`config.mk`:
```
export PLATFORM = sky130hd
export DESIGN_NAME = alien_fleet_ctrl_flat
export DESIGN_NICKNAME = d
export VERILOG_FILES = /design/src/rtl/alien_fleet_if.sv /design/src/rtl/alien_fleet_ctrl.sv /design/src/flat_wrapper.sv
export SDC_FILE = /design/constraint.sdc
export NUM_CORES = 1
export LEC_CHECK = 0
export ABC_AREA = 1
export BUFFER_PORTS_ARGS = -buffer_cell sky130_fd_sc_hd__buf_2
export CELL_PAD_IN_SITES_DETAIL_PLACEMENT = 0
export CELL_PAD_IN_SITES_GLOBAL_PLACEMENT = 1
export CORE_MARGIN = 2
export CORE_UTILIZATION = 44
export CTS_CLUSTER_DIAMETER = 50
export DETAILED_ROUTE_END_ITERATION = 10
export PLACE_DENSITY_LB_ADDON = 0.15
export SLEW_MARGIN = 0
export SYNTH_ARGS = -nofsm -noshare
export SYNTH_HDL_FRONTEND = slang
export SYNTH_SLANG_ARGS = --single-unit
```
`constraint.sdc`:
```
create_clock -name Clk -period 4 [get_ports Clk]
set_input_delay 0 -clock Clk [delete_from_list [all_inputs] [get_ports Clk]]
set_output_delay 0 -clock Clk [all_outputs]
set_load 0.01 [all_outputs]
```
`src/rtl/alien_fleet_if.sv`:
```
// alien_fleet_if: game-side inputs and fleet outputs of the alien fleet sequencer.
// master drives game state and alive rows; slave is the fleet controller.
interface alien_fleet_if;
    logic       frame_tick;
    logic [2:0] curr_state;
    logic [6:0] row_a;
    logic [6:0] row_b;
    logic [6:0] row_c;
    logic [9:0] fleet_x;
    logic [9:0] fleet_y;
    logic       step;
    logic       anim_frame;
    logic       wave_clear;
    logic       invaded;

    modport master (
        output frame_tick, curr_state, row_a, row_b, row_c,
        input  fleet_x, fleet_y, step, anim_frame, wave_clear, invaded
    );

    modport slave (
        input  frame_tick, curr_state, row_a, row_b, row_c,
        output fleet_x, fleet_y, step, anim_frame, wave_clear, invaded
    );
endinterface

```
`src/rtl/alien_fleet_ctrl.sv`:
```
// alien_fleet_ctrl: marches the 3x7 alien wave, detects wave clear and invasion.
// Optional FLEET_SPEEDUP_EN: step period shrinks as aliens die.
module alien_fleet_ctrl (
    input  logic         Clk,
    input  logic         Reset,
    alien_fleet_if.slave bus
);
    localparam logic [2:0] PLAY_STATE = 3'd1;
    localparam logic [9:0] X_START    = 10'd20;
    localparam logic [9:0] Y_START    = 10'd40;
    localparam logic [9:0] X_LEFT     = 10'd10;
    localparam logic [9:0] X_RIGHT    = 10'd630;
    localparam logic [9:0] WAVE_W     = 10'd201;
    localparam logic [9:0] STEP_X     = 10'd4;
    localparam logic [9:0] STEP_Y     = 10'd12;
    localparam logic [9:0] Y_INVADE   = 10'd400;
`ifdef FLEET_SPEEDUP_EN
    localparam logic [5:0] MIN_FRAMES = 6'd4;
`else
    localparam logic [5:0] BASE_FRAMES = 6'd25;
`endif

    typedef enum logic [1:0] {IDLE, MARCH_R, MARCH_L, HALT} state_t;

    state_t      r_state;
    state_t      w_state_nx;
    logic [9:0]  r_x;
    logic [9:0]  w_x_nx;
    logic [9:0]  r_y;
    logic [9:0]  w_y_nx;
    logic [5:0]  r_cnt;
    logic [5:0]  w_cnt_nx;
    logic        r_step;
    logic        w_step_nx;
    logic        r_anim;
    logic        w_anim_nx;
    logic        r_wc;
    logic        w_wc_nx;
    logic        r_inv;
    logic        w_inv_nx;
    logic [20:0] w_rows;
    logic [4:0]  w_alive;
    logic [5:0]  w_period;
    logic        w_init;
    logic        w_play;
    logic        w_due;
    logic        w_edge_r;
    logic        w_edge_l;
    logic        w_drop;
    logic [10:0] w_y_drop;

    assign w_rows  = {bus.row_a, bus.row_b, bus.row_c};
    assign w_alive = 5'($countones(w_rows));

`ifdef FLEET_SPEEDUP_EN
    assign w_period = MIN_FRAMES + {1'b0, w_alive};
`else
    assign w_period = BASE_FRAMES;
`endif

    assign w_init = (bus.curr_state == 3'd0) ||
                    (bus.curr_state == 3'd5) ||
                    (bus.curr_state == 3'd6);
    assign w_play = (bus.curr_state == PLAY_STATE);

    // >= rather than == so a period that shrank below the count fires at once
    assign w_due = bus.frame_tick && (r_cnt >= w_period - 6'd1);

    assign w_edge_r = ({1'b0, r_x} + {1'b0, WAVE_W} + {1'b0, STEP_X})
                      > {1'b0, X_RIGHT};
    assign w_edge_l = {1'b0, r_x} < ({1'b0, X_LEFT} + {1'b0, STEP_X});
    assign w_drop   = (r_state == MARCH_R) ? w_edge_r : w_edge_l;
    assign w_y_drop = {1'b0, r_y} + {1'b0, STEP_Y};

    always_comb begin
        w_state_nx = r_state;
        w_x_nx     = r_x;
        w_y_nx     = r_y;
        w_cnt_nx   = r_cnt;
        w_step_nx  = 1'b0;
        w_anim_nx  = r_anim;
        w_wc_nx    = r_wc;
        w_inv_nx   = r_inv;
        if (w_init) begin
            w_state_nx = IDLE;
            w_x_nx     = X_START;
            w_y_nx     = Y_START;
            w_cnt_nx   = 6'd0;
            w_anim_nx  = 1'b0;
            w_wc_nx    = 1'b0;
            w_inv_nx   = 1'b0;
        end else if (w_play) begin
            unique case (r_state)
                IDLE: begin
                    if (w_alive == 5'd0) begin
                        w_wc_nx    = 1'b1;
                        w_state_nx = HALT;
                    end else begin
                        w_state_nx = MARCH_R;
                    end
                end
                MARCH_R, MARCH_L: begin
                    if (w_alive == 5'd0) begin
                        w_wc_nx    = 1'b1;
                        w_state_nx = HALT;
                    end else if (w_due) begin
                        w_cnt_nx  = 6'd0;
                        w_step_nx = 1'b1;
                        w_anim_nx = ~r_anim;
                        if (w_drop) begin
                            w_y_nx     = w_y_drop[9:0];
                            w_state_nx = (r_state == MARCH_R) ? MARCH_L : MARCH_R;
                            if (w_y_drop >= {1'b0, Y_INVADE}) begin
                                w_inv_nx   = 1'b1;
                                w_state_nx = HALT;
                            end
                        end else if (r_state == MARCH_R) begin
                            w_x_nx = r_x + STEP_X;
                        end else begin
                            w_x_nx = r_x - STEP_X;
                        end
                    end else if (bus.frame_tick) begin
                        w_cnt_nx = r_cnt + 6'd1;
                    end
                end
                default: begin
                end
            endcase
        end
    end

    always_ff @(posedge Clk or negedge Reset) begin
        if (!Reset) begin
            r_state <= IDLE;
            r_x     <= X_START;
            r_y     <= Y_START;
            r_cnt   <= 6'd0;
            r_step  <= 1'b0;
            r_anim  <= 1'b0;
            r_wc    <= 1'b0;
            r_inv   <= 1'b0;
        end else begin
            r_state <= w_state_nx;
            r_x     <= w_x_nx;
            r_y     <= w_y_nx;
            r_cnt   <= w_cnt_nx;
            r_step  <= w_step_nx;
            r_anim  <= w_anim_nx;
            r_wc    <= w_wc_nx;
            r_inv   <= w_inv_nx;
        end
    end

    assign bus.fleet_x    = r_x;
    assign bus.fleet_y    = r_y;
    assign bus.step       = r_step;
    assign bus.anim_frame = r_anim;
    assign bus.wave_clear = r_wc;
    assign bus.invaded    = r_inv;
endmodule

```
`src/flat_wrapper.sv`:
```
// flat-port wrapper written by rule: the top's interface ports become plain ports
module alien_fleet_ctrl_flat 
  (Clk, Reset, bus_frame_tick, bus_curr_state, bus_row_a, bus_row_b, bus_row_c, bus_fleet_x, bus_fleet_y, bus_step, bus_anim_frame, bus_wave_clear, bus_invaded);
  alien_fleet_if bus_i ();
  input  logic Clk;
  input  logic Reset;
  input wire logic [$bits(bus_i.frame_tick)-1:0] bus_frame_tick;
  input wire logic [$bits(bus_i.curr_state)-1:0] bus_curr_state;
  input wire logic [$bits(bus_i.row_a)-1:0] bus_row_a;
  input wire logic [$bits(bus_i.row_b)-1:0] bus_row_b;
  input wire logic [$bits(bus_i.row_c)-1:0] bus_row_c;
  output wire logic [$bits(bus_i.fleet_x)-1:0] bus_fleet_x;
  output wire logic [$bits(bus_i.fleet_y)-1:0] bus_fleet_y;
  output wire logic [$bits(bus_i.step)-1:0] bus_step;
  output wire logic [$bits(bus_i.anim_frame)-1:0] bus_anim_frame;
  output wire logic [$bits(bus_i.wave_clear)-1:0] bus_wave_clear;
  output wire logic [$bits(bus_i.invaded)-1:0] bus_invaded;
  assign bus_i.frame_tick = bus_frame_tick;
  assign bus_i.curr_state = bus_curr_state;
  assign bus_i.row_a = bus_row_a;
  assign bus_i.row_b = bus_row_b;
  assign bus_i.row_c = bus_row_c;
  assign bus_fleet_x = bus_i.fleet_x;
  assign bus_fleet_y = bus_i.fleet_y;
  assign bus_step = bus_i.step;
  assign bus_anim_frame = bus_i.anim_frame;
  assign bus_wave_clear = bus_i.wave_clear;
  assign bus_invaded = bus_i.invaded;
  alien_fleet_ctrl u_core (.Clk(Clk), .Reset(Reset), .bus(bus_i));
endmodule
```
After elaboration in Yosys (flattened, before gate mapping)
Cells that the tools add are included.

word-level totals
  register bits after elaboration = 32
  input port bits = 27

cells by class
  $add $sub $neg = 26
  $lt $le $gt $ge = 4
  eq/ne operators = 9
  mux-type cells = 50
  bitwise logic cells = 1
  reductions and logical operators = 24

operators by type and width
  kind                   number
  $mux 10                13
  $add 5x5->5            9
  $mux 6                 6
  $mux 1                 22
  $add 1x1->2            10
  $mux 2                 8
  $reduce_bool 2->1      7
  $reduce_and 4->1       3
  $add 10x4->11 const B  1
  $add 10x8->11 const B  1
  $add 11x3->11 const B  1
  $ge 11x9->1 const B    1
  $gt 11x10->1 const B   1
  $add 10x3->10 const B  1
  $lt 10x4->1 const B    1
  $reduce_and 5->1       2
  $sub 10x3->10 const B  1
  $ne 4x1->1 const B     2
  $add 6x1->6 const B    1
  $eq 3x3->1 const B     2
  $ge 6x5->1 const B     1
  $reduce_and 6->1       1
  $reduce_bool 3->1      2
  $add 5x1->5            1
  14 further kinds       16

Longest topological paths before layout
Gate-level depths: netlist of run 1.

  depth after elaboration = 10
  gate-level depth with buffers = 21
  depth with buffers taken out = 21

Worst setup path after synthesis of run 1
OpenSTA, ideal clock, no wires.

  kind = input to register
  start point = in bus_row_c[0]
  end point = reg u_core.r_cnt[3]
  setup time = 0.124 ns
  arrival time = 3.789 ns
  data required time = 3.876 ns
  setup slack = 0.087 ns
  cell stages on the path = 16
  cells stage by stage = ha_1 -> fa_1 -> inv_1 -> fa_1 -> fa_1 -> fa_1 -> inv_1 -> fa_1 -> nor2_1 -> o21ai_1 -> nor2b_2 -> a21oi_4 -> nand3_1 -> nand2_1 -> a21boi_0 -> a21oi_1

between the ends
  cells in the longest elaborated chain, start to end = 8

ends and longest elaborated chain
  what                                             RTL line                 source
  start: declaration                               flat_wrapper.sv:11       input wire logic [$bits(bus_i.row_c)-1:0] bus_row_c;
  $add 1x1->2 (not written as such)                alien_fleet_ctrl.sv:53   assign w_alive = 5'($countones(w_rows));
  $add 5x5->5 (not written as such) (4 in series)  alien_fleet_ctrl.sv:53
  $logic_not 5->1                                  alien_fleet_ctrl.sv:103  if (w_alive == 5'd0) begin
  $ne 2x1->1 (no line)                             n/a
  $reduce_and 4->1 (no line)                       n/a
  end signal: assignment                           alien_fleet_ctrl.sv:146  r_cnt <= w_cnt_nx;
  end: declaration                                 alien_fleet_ctrl.sv:31   logic [5:0] r_cnt;

Every way passes these cells.
A chain may end at the register's enable or synchronous reset.

Final worst setup path of run 1
  start point = in bus_row_c[2]
  end point = reg u_core.r_x[8] (netlist: u_core.bus.fleet_x[8])

between the ends
  cells in the longest elaborated chain, start to end = 8

ends and longest elaborated chain
  what                                             RTL line                 source
  $add 1x1->2 (not written as such)                alien_fleet_ctrl.sv:53
  $add 5x5->5 (not written as such) (4 in series)  alien_fleet_ctrl.sv:53
  $logic_not 5->1                                  alien_fleet_ctrl.sv:103
  $ne 2x1->1 (no line)                             n/a
  $reduce_and 5->1 (no line)                       n/a
  end signal: assignment                           alien_fleet_ctrl.sv:144  r_x <= w_x_nx;
  end: declaration                                 alien_fleet_ctrl.sv:27   logic [9:0] r_x;

Every way passes these cells.

==> qor.csv, run 1 <==
stage,metric,value,unit
run_status,status,completed,
placed_design,gp_congestion,0.838,
synth,synth_top_family_by_area,adder cells,
floorplanning,rows,28,
sta,fin_skew,0.00555,ns
synth,ys.flop_type,dfrtp_1,
floorplanning,ios,51,
synth,yosysTopAreaCell,dfrtp_1,
synth,synth_common_cells,"nand2_1 (67), inv_1 (64), ha_1 (26)",
setup_path,cpMostUsedCell,fa_1,
setup_path,worstPathArrival,4.03,ns
power_and_ir_drop,switching_share,44.6,%
floorplanning,core,0.00585,mm^2
setup_path,cp-start-kind,input port,
sta,drv_slew,0,
sta,hold_violations,0,
sta,finalCriticalPeriod,3.81,ns
setup_path,crit_path_max_incr_delay,0.55,ns
synth,synth_top_area_share,22.7,%
power_and_ir_drop,p_per_area,498,mW/mm^2
floorplanning,die_area,0.00664,mm^2
synth,ys_types,37,
placed_design,dp.final_hpwl,4.63,mm
sta,fmaxAchievable,0.263,GHz
synth,synthesis.area,0.00264,mm^2
sta,relSlewSlack,55.0,%
clocking,clk_latency,0.29,ns
power_and_ir_drop,p_int,0.000855,W
detailed_routing,first_iter_violations,55,
detailed_routing,postRouteAntennaNets,0,
floorplanning,start_util,45.2,%
sta,fin_crit_sh,95.2,%
detailed_routing,dr_total_vias,2211,
clocking,cts_sinks,28,
final_layout,multi_input_area,0.00167,mm^2
setup_path,cp_slowest_cell,fa_1,
detailed_routing,first_pass_iters,4,
synth,synth-xor-area-share,1.99,%
synth,synth_area_leaders,"dfrtp_1 (23%), ha_1 (12%), fa_1 (12%)",
power_and_ir_drop,p_sw,0.000687,W
setup_path,critPathTopFamily,adder cells,
power_and_ir_drop,p_clk_share,15.2,%
synth,yosys_warnings,0,
global_route,antenna_found_initial,0,
setup_path,critPathBufInv,4,
placed_design,port-buffer-count,46,
final_layout,drive_above_1_share,25.8,%
global_route,grt_usage,19.0,%
global_route,overflow,0,
clocking,cts_tree,yes,
sta,worst_pin_slew,0.674,ns
final_layout,post-route-util,52.9,%
final_layout,n_antenna_cell,0,
detailed_routing,drcViolationCount,0,
setup_path,critical_path_class,in2reg,
global_route,grt_pass1_vias,2069,
clocking,cts_inserted_buffers,3,
synth,synth_mux_area_share,0,%
power_and_ir_drop,pwr-share-seq,22.9,%
floorplanning,die_x,81.5,um
power_and_ir_drop,p_leak,1.63,nW
placed_design,postPlaceCellArea,0.00299,mm^2
flow_run,cap_violations,0,
final_layout,nets,457,
setup_path,endpoint_kind,flop,
clocking,clock_path_buffers,2,
synth,async_flop_share,100,%
sta,setup_viol,0,
synth,synth-compound-area-share,12.7,%
final_layout,syn2layout_area_growth,17.1,%
global_route,grt_start_max_net_pins,29,
final_layout,fillers,595,
power_and_ir_drop,irDropWorstVdd,323,uV
setup_path,cp_cell_sequence,buf_2 > ha_1 > fa_1 > inv_1 > fa_1 > fa_1 > fa_1 > inv_2 > fa_1 > nor2_1 > o21ai_1 > nor2b_2 > a21oi_4 > nand3_4 > nand2_4 > inv_2 > nor2_4 > nand2_1 > o21ai_1,
clocking,clk_pin_slew,0.11,ns
synth,yosysMostFrequentCell,nand2_1,
setup_path,crit_fanout,8,
global_route,grt_pass1_wl,9.73,mm
hold_path,hold_class,in2reg,
floorplanning,die_y,81.5,um
synth,synthAdderAreaFrac,24.4,%
final_layout,seqCellArea,706,um^2
synth,synth_edf_count,0,
clocking,cts_root_buf,clkbuf_8,
synth,syn_area_per_cell,7.99,um^2
detailed_routing,routed_wl,5.69,mm
final_layout,design_area,0.00310,mm^2
power_and_ir_drop,pwr-share-comb,61.9,%
setup_path,required,4.22,ns
detailed_routing,avgRoutedWirePerCell,12.3,um
synth,synth-simple-area-share,22.8,%
synth,ys_seq_elements,28,
clocking,htreeDepth,1,
detailed_routing,via_per_inst,4.79,
synth,ys_seq_area_share,26.7,%
synth,synthCells,331,
[placed cells by master, fill, tap and decap left out, types with 8 or more instances in the layout]
| master | netlist | layout |
|---|---|---|
| buf_4 | 4 | 8 |
| nand4_1 | 9 | 9 |
| buf_2 | 1 | 46 |
| fa_1 | 16 | 13 |
| inv_2 | 4 | 8 |
| inv_1 | 64 | 60 |
| a21oi_1 | 13 | 13 |
| o21ai_2 | 8 | 8 |
| o21ai_0 | 10 | 9 |
| nand2_1 | 67 | 65 |
| ha_1 | 26 | 25 |
| nand3_1 | 16 | 16 |
| dfrtp_1 | 24 | 24 |
| nor2_1 | 19 | 19 |
[through the flow]
step	hold slack [ns]	setup TNS (ns)	power (W)	worst slack (ns)	std cells
6_report	0.0817	0	0.00154	0.193	462
5_1_grt	0.112	-0.0312	0.00172	-0.0143	462
4_1_cts	0.0828	0	0.00155	0.0604	461
3_5_place_dp	0.0797	-3.67	0.00131	-0.228	456
3_3_place_gp	0.0920	-2.56	0.00130	-0.173	456
2_1_floorplan	-0.296	0	0.00107	0.0869	334
[flip-flops by register name, summed over array words and instances, names as in the netlist]
| register | flops |
|---|---|
| u_core.bus.fleet_x | 8 |
| u_core.bus.fleet_y | 8 |
| u_core.r_cnt | 6 |
| u_core.r_state | 2 |
| u_core.bus.invaded | 1 |
| u_core.bus.wave_clear | 1 |
| u_core.bus.anim_frame | 1 |
| u_core.bus.step | 1 |
[worst register-to-register path, stage by stage (launching register included)]
cell and delay, ns:
dfrtp_1 0.41, inv_1 0.06, ha_1 0.32, inv_1 0.24, ha_1 0.42, nand2_1 0.07
o21ai_0 0.30, nand2_1 0.09, nand2_1 0.08, a21oi_1 0.07, xor2_1 0.14, nor2_1 0.10
nand2_1 0.07, o21ai_1 0.07
[layout make-up]
type / count / area share, %
clock buffers: 3 / 1.33
clock inverters: 1 / 0.970
repair buffers: 55 / 9.70
well taps: 75 / 3.03
flip-flops and latches: 28 / 22.8
inverters: 69 / 8.36
multi-input cells: 231 / 53.8
[cell families (layout without fill, tap and decap cells)]
family	after synthesis	count (layout)
buffers and inverters	75	128
xor gates and xnor gates	6	6
and+or+nand+nor	129	129
adders and majority gates	42	42
AOI/OAI and AO/OA	50	50
DFF	28	28
other	1	4
[timing repair]
action,4_1_cts,5_1_grt
resized for setup,0,11
setup endpoints to repair,0,23
endpoints found under the hold margin,24,0
hold buffers,1,0
setup buffers,0,1
[worst paths after layout]
path	startpoint	to	slack [ns]	cells after the start
hold reg to reg	u_core.bus.anim_frame$_DFFE_PN0P_	u_core.bus.anim_frame$_DFFE_PN0P_	0.47	1
max in group asynchronous	Reset	u_core.r_state[1]$_DFFE_PN0P_	3.29	2
min in group asynchronous	Reset	u_core.r_cnt[5]$_DFFE_PN0P_	0.28	2
hold / removal	bus_frame_tick	u_core.r_cnt[1]$_DFFE_PN0P_	0.08	3
setup / recovery	bus_row_c[2]	u_core.bus.fleet_x[8]$_DFFE_PN0P_	0.19	19
setup reg to reg	u_core.r_state[1]$_DFFE_PN0P_	u_core.bus.fleet_x[8]$_DFFE_PN0P_	1.51	13
[layer usage]
layer	share of wire [%]	global-route usage, %	wire length, um
met4	1.2	5.42	71
met1	47	26.9	2700
met2	47	30.7	2680
met5	0	0	0
met3	4.3	2.31	243
[power groups by stage]
stage / sequential (W) / clock (W) / combinational, W
3_5_place_dp: 0.000358 / 0 / 0.000949
5_1_grt: 0.000360 / 0.000250 / 0.00111
6_report: 0.000353 / 0.000235 / 0.000954
2_1_floorplan: 0.000357 / 0 / 0.000713
3_3_place_gp: 0.000360 / 0 / 0.000938
4_1_cts: 0.000353 / 0.000238 / 0.000956
No activity file was read; power rests on OpenSTA's default activity.
==> run 2: changes to the inputs <==
--- a/config.mk
+++ b/config.mk
@@ -10,7 +10,7 @@
 export CELL_PAD_IN_SITES_DETAIL_PLACEMENT = 0
 export CELL_PAD_IN_SITES_GLOBAL_PLACEMENT = 1
 export CORE_MARGIN = 2
-export CORE_UTILIZATION = 44
+export CORE_UTILIZATION = 40
 export CTS_CLUSTER_DIAMETER = 50
 export DETAILED_ROUTE_END_ITERATION = 10
 export PLACE_DENSITY_LB_ADDON = 0.15
==> qor.csv, run 2 (synthesized netlist as in run 1, its figures left out) <==
stage,metric,value,unit,change
floorplanning,start_util,41.4,%,-3.8 points
detailed_routing,routed_wl,5.60,mm,-1.7%
clocking,cts_sinks,28,,unchanged
clocking,clk_pin_slew,0.10,ns,about the same
setup_path,critPathTopFamily,adder cells,,
sta,hold_violations,0,,unchanged
floorplanning,core,0.00639,mm^2,+9.2%
final_layout,final_common_cell,nand2_1,,
final_layout,drive_above_1_share,24.8,%,-1.0 points
final_layout,seqCellArea,706,um^2,unchanged
detailed_routing,drcViolationCount,0,,unchanged
final_layout,multi_input_area,0.00167,mm^2,about the same
placed_design,dp.final_hpwl,4.50,mm,-2.8%
detailed_routing,via_per_inst,4.76,,-0.61%
hold_path,holdPathEnd,u_core.r_cnt[4]$_DFFE_PN0P_,,
setup_path,reg2reg_to,u_core.bus.fleet_x[8]$_DFFE_PN0P_,,
sta,worst_pin_slew,0.670,ns,-0.00461 ns
setup_path,r2r_start,u_core.r_state[1]$_DFFE_PN0P_,,
clocking,clock_path_buffers,2,,unchanged
sta,fin_crit_sh,95.0,%,-0.18 points
power_and_ir_drop,p_leak,1.63,nW,about the same
setup_path,critPathBufInv,4,,unchanged
final_layout,n_antenna_cell,0,,unchanged
hold_path,hp-start,bus_frame_tick,,
setup_path,crit_fanout,8,,unchanged
placed_design,gp_congestion,0.801,,-4.4%
global_route,antenna_found_initial,0,,unchanged
flow_run,cap_violations,0,,unchanged
clocking,cts_tree,yes,,
sta,fin_skew,0.00346,ns,-0.00209 ns
detailed_routing,dr_total_vias,2207,,-0.18%
sta,fin_hold_ws,0.0937,ns,+0.0120 ns
setup_path,cp_slowest_cell,fa_1,,
setup_path,rrSetupSlack,1.53,ns,+0.02 ns
sta,setup_viol,0,,unchanged
global_route,grt_pass1_wl,9.74,mm,about the same
final_layout,final_cell_mix,"nand2_1 (66), inv_1 (64), buf_2 (46), ha_1 (25), dfrtp_1 (24)",,
sta,drv_slew,0,,unchanged
sta,relSlewSlack,55.3,%,+0.31 points
clocking,htreeDepth,1,,unchanged
global_route,grt_usage,16.6,%,-2.4 points
final_layout,nets,457,,unchanged
setup_path,crit_path_max_incr_delay,0.53,ns,-0.02 ns
detailed_routing,postRouteAntennaNets,0,,unchanged
setup_path,required,4.22,ns,about the same
sta,finalCriticalPeriod,3.80,ns,-0.00703 ns
hold_path,hold_depth,3,,unchanged
final_layout,fillers,668,,+12%
run_status,status,completed,,
power_and_ir_drop,irDropWorstVdd,401,uV,+24%
floorplanning,die_x,85.3,um,+4.6%
floorplanning,ios,51,,unchanged
setup_path,cpMostUsedCell,fa_1,,
global_route,grt_start_max_net_pins,29,,unchanged
setup_path,cp_cell_sequence,buf_2 > ha_2 > inv_1 > fa_1 > fa_1 > fa_1 > fa_1 > inv_1 > fa_1 > nor2_1 > o21ai_1 > nor2b_2 > a21oi_4 > nand3_4 > nand2_4 > inv_2 > nor2_4 > nand2_1 > o21ai_1,,
floorplanning,die_area,0.00728,mm^2,+9.5%
clocking,cts_inserted_buffers,3,,unchanged
setup_path,worstPathArrival,4.02,ns,about the same
sta,fmaxAchievable,0.263,GHz,+0.19%
placed_design,port-buffer-count,46,,unchanged
setup_path,endpoint_kind,flop,,
sta,setup_tns,0,ns,unchanged
setup_path,cp.depth,19,,unchanged
detailed_routing,avgRoutedWirePerCell,12.1,um,-2.1%
setup_path,worstRegToRegCells,13,,unchanged
hold_path,hold_class,in2reg,,
clocking,clk_latency,0.28,ns,about the same
floorplanning,die_y,85.3,um,+4.6%
placed_design,dp_slack,-0.162,ns,+0.0667 ns
sta,finalWorstSetupSlack,0.200,ns,+0.00703 ns
setup_path,cp-start-kind,input port,,
clocking,cts_root_buf,clkbuf_8,,
setup_path,cp-startpoint,bus_row_c[1],,
floorplanning,rows,29,,+3.6%
final_layout,syn2layout_area_growth,16.7,%,
global_route,grt_pass1_vias,2113,,+2.1%
detailed_routing,first_iter_violations,65,,+18%
setup_path,critical_path_class,in2reg,,
detailed_routing,first_pass_iters,4,,unchanged
power_and_ir_drop,p_per_area,483,mW/mm^2,-2.9%
global_route,overflow,0,,unchanged
run 2: changes by cell type in the layout (fill, tap and decap cells not counted), sizes merged:
| cell | delta |
|---|---|
| bufinv | -1 |
| clkbuf | +1 |
run 2: layout make-up:
cell class / count / share of cell area (%)
flip-flops and latches: 28 / 22.9
clock buffers: 4 / 1.78
inverters: 69 / 8.40
well taps: 77 / 3.12
repair buffers: 55 / 9.74
multi-input cells: 231 / 54.1
run 2: tightest hold or removal path, cell delays in order:
cell	delay, ns
buf_2	0.12
nand4_1	0.14
o22ai_1	0.09
run 2: routing by layer:
layer  vias to the layer above  part of all wire, %  global-route usage, %
li1                       1153                    -                      -
met1                      1004                   49                   23.6
met2                        45                   46                   27.1
met3                         5                  4.1                   2.24
met4                         0                 0.80                   3.46
met5                         -                    0                      0
run 2: worst max-delay path by stage:
stage,end
floorplan,u_core.r_cnt[3]$_DFFE_PN0P_
global placement,u_core.bus.fleet_x[2]$_DFFE_PN1P_
detailed placement,u_core.bus.fleet_x[5]$_DFFE_PN0P_
CTS,u_core.bus.fleet_x[2]$_DFFE_PN1P_
global route,u_core.bus.fleet_x[2]$_DFFE_PN1P_
finish,u_core.bus.fleet_x[2]$_DFFE_PN1P_
run 2: report_power, final:
| part | total [W] | switching (W) | internal (W) |
|---|---|---|---|
| registers | 0.000353 | 0.0000390 | 0.000314 |
| logic | 0.000950 | 0.000546 | 0.000404 |
| clock network | 0.000187 | 0.0000989 | 0.0000885 |
| total | 0.00149 | 0.000684 | 0.000807 |
run 2: stage by stage:
stage | total power (W) | area (um^2) | utilization (%) | std cells
6_report | 0.00149 | 3080 | 48.3 | 464
5_1_grt | 0.00168 | 3080 | 48.3 | 464
4_1_cts | 0.00150 | 3060 | 47.9 | 463
3_5_place_dp | 0.00131 | 3000 | 46.9 | 458
3_3_place_gp | 0.00130 | 3000 | 46.9 | 458
2_1_floorplan | 0.00107 | 2660 | - | 334
run 2: timing repair:
| item | CTS | global route |
|---|---|---|
| hold endpoints to repair | 24 | 0 |
| gates resized for setup | 0 | 7 |
| endpoints found under the setup margin | 0 | 19 |
| hold buffers | 1 | 0 |
| buffers inserted | 0 | 1 |
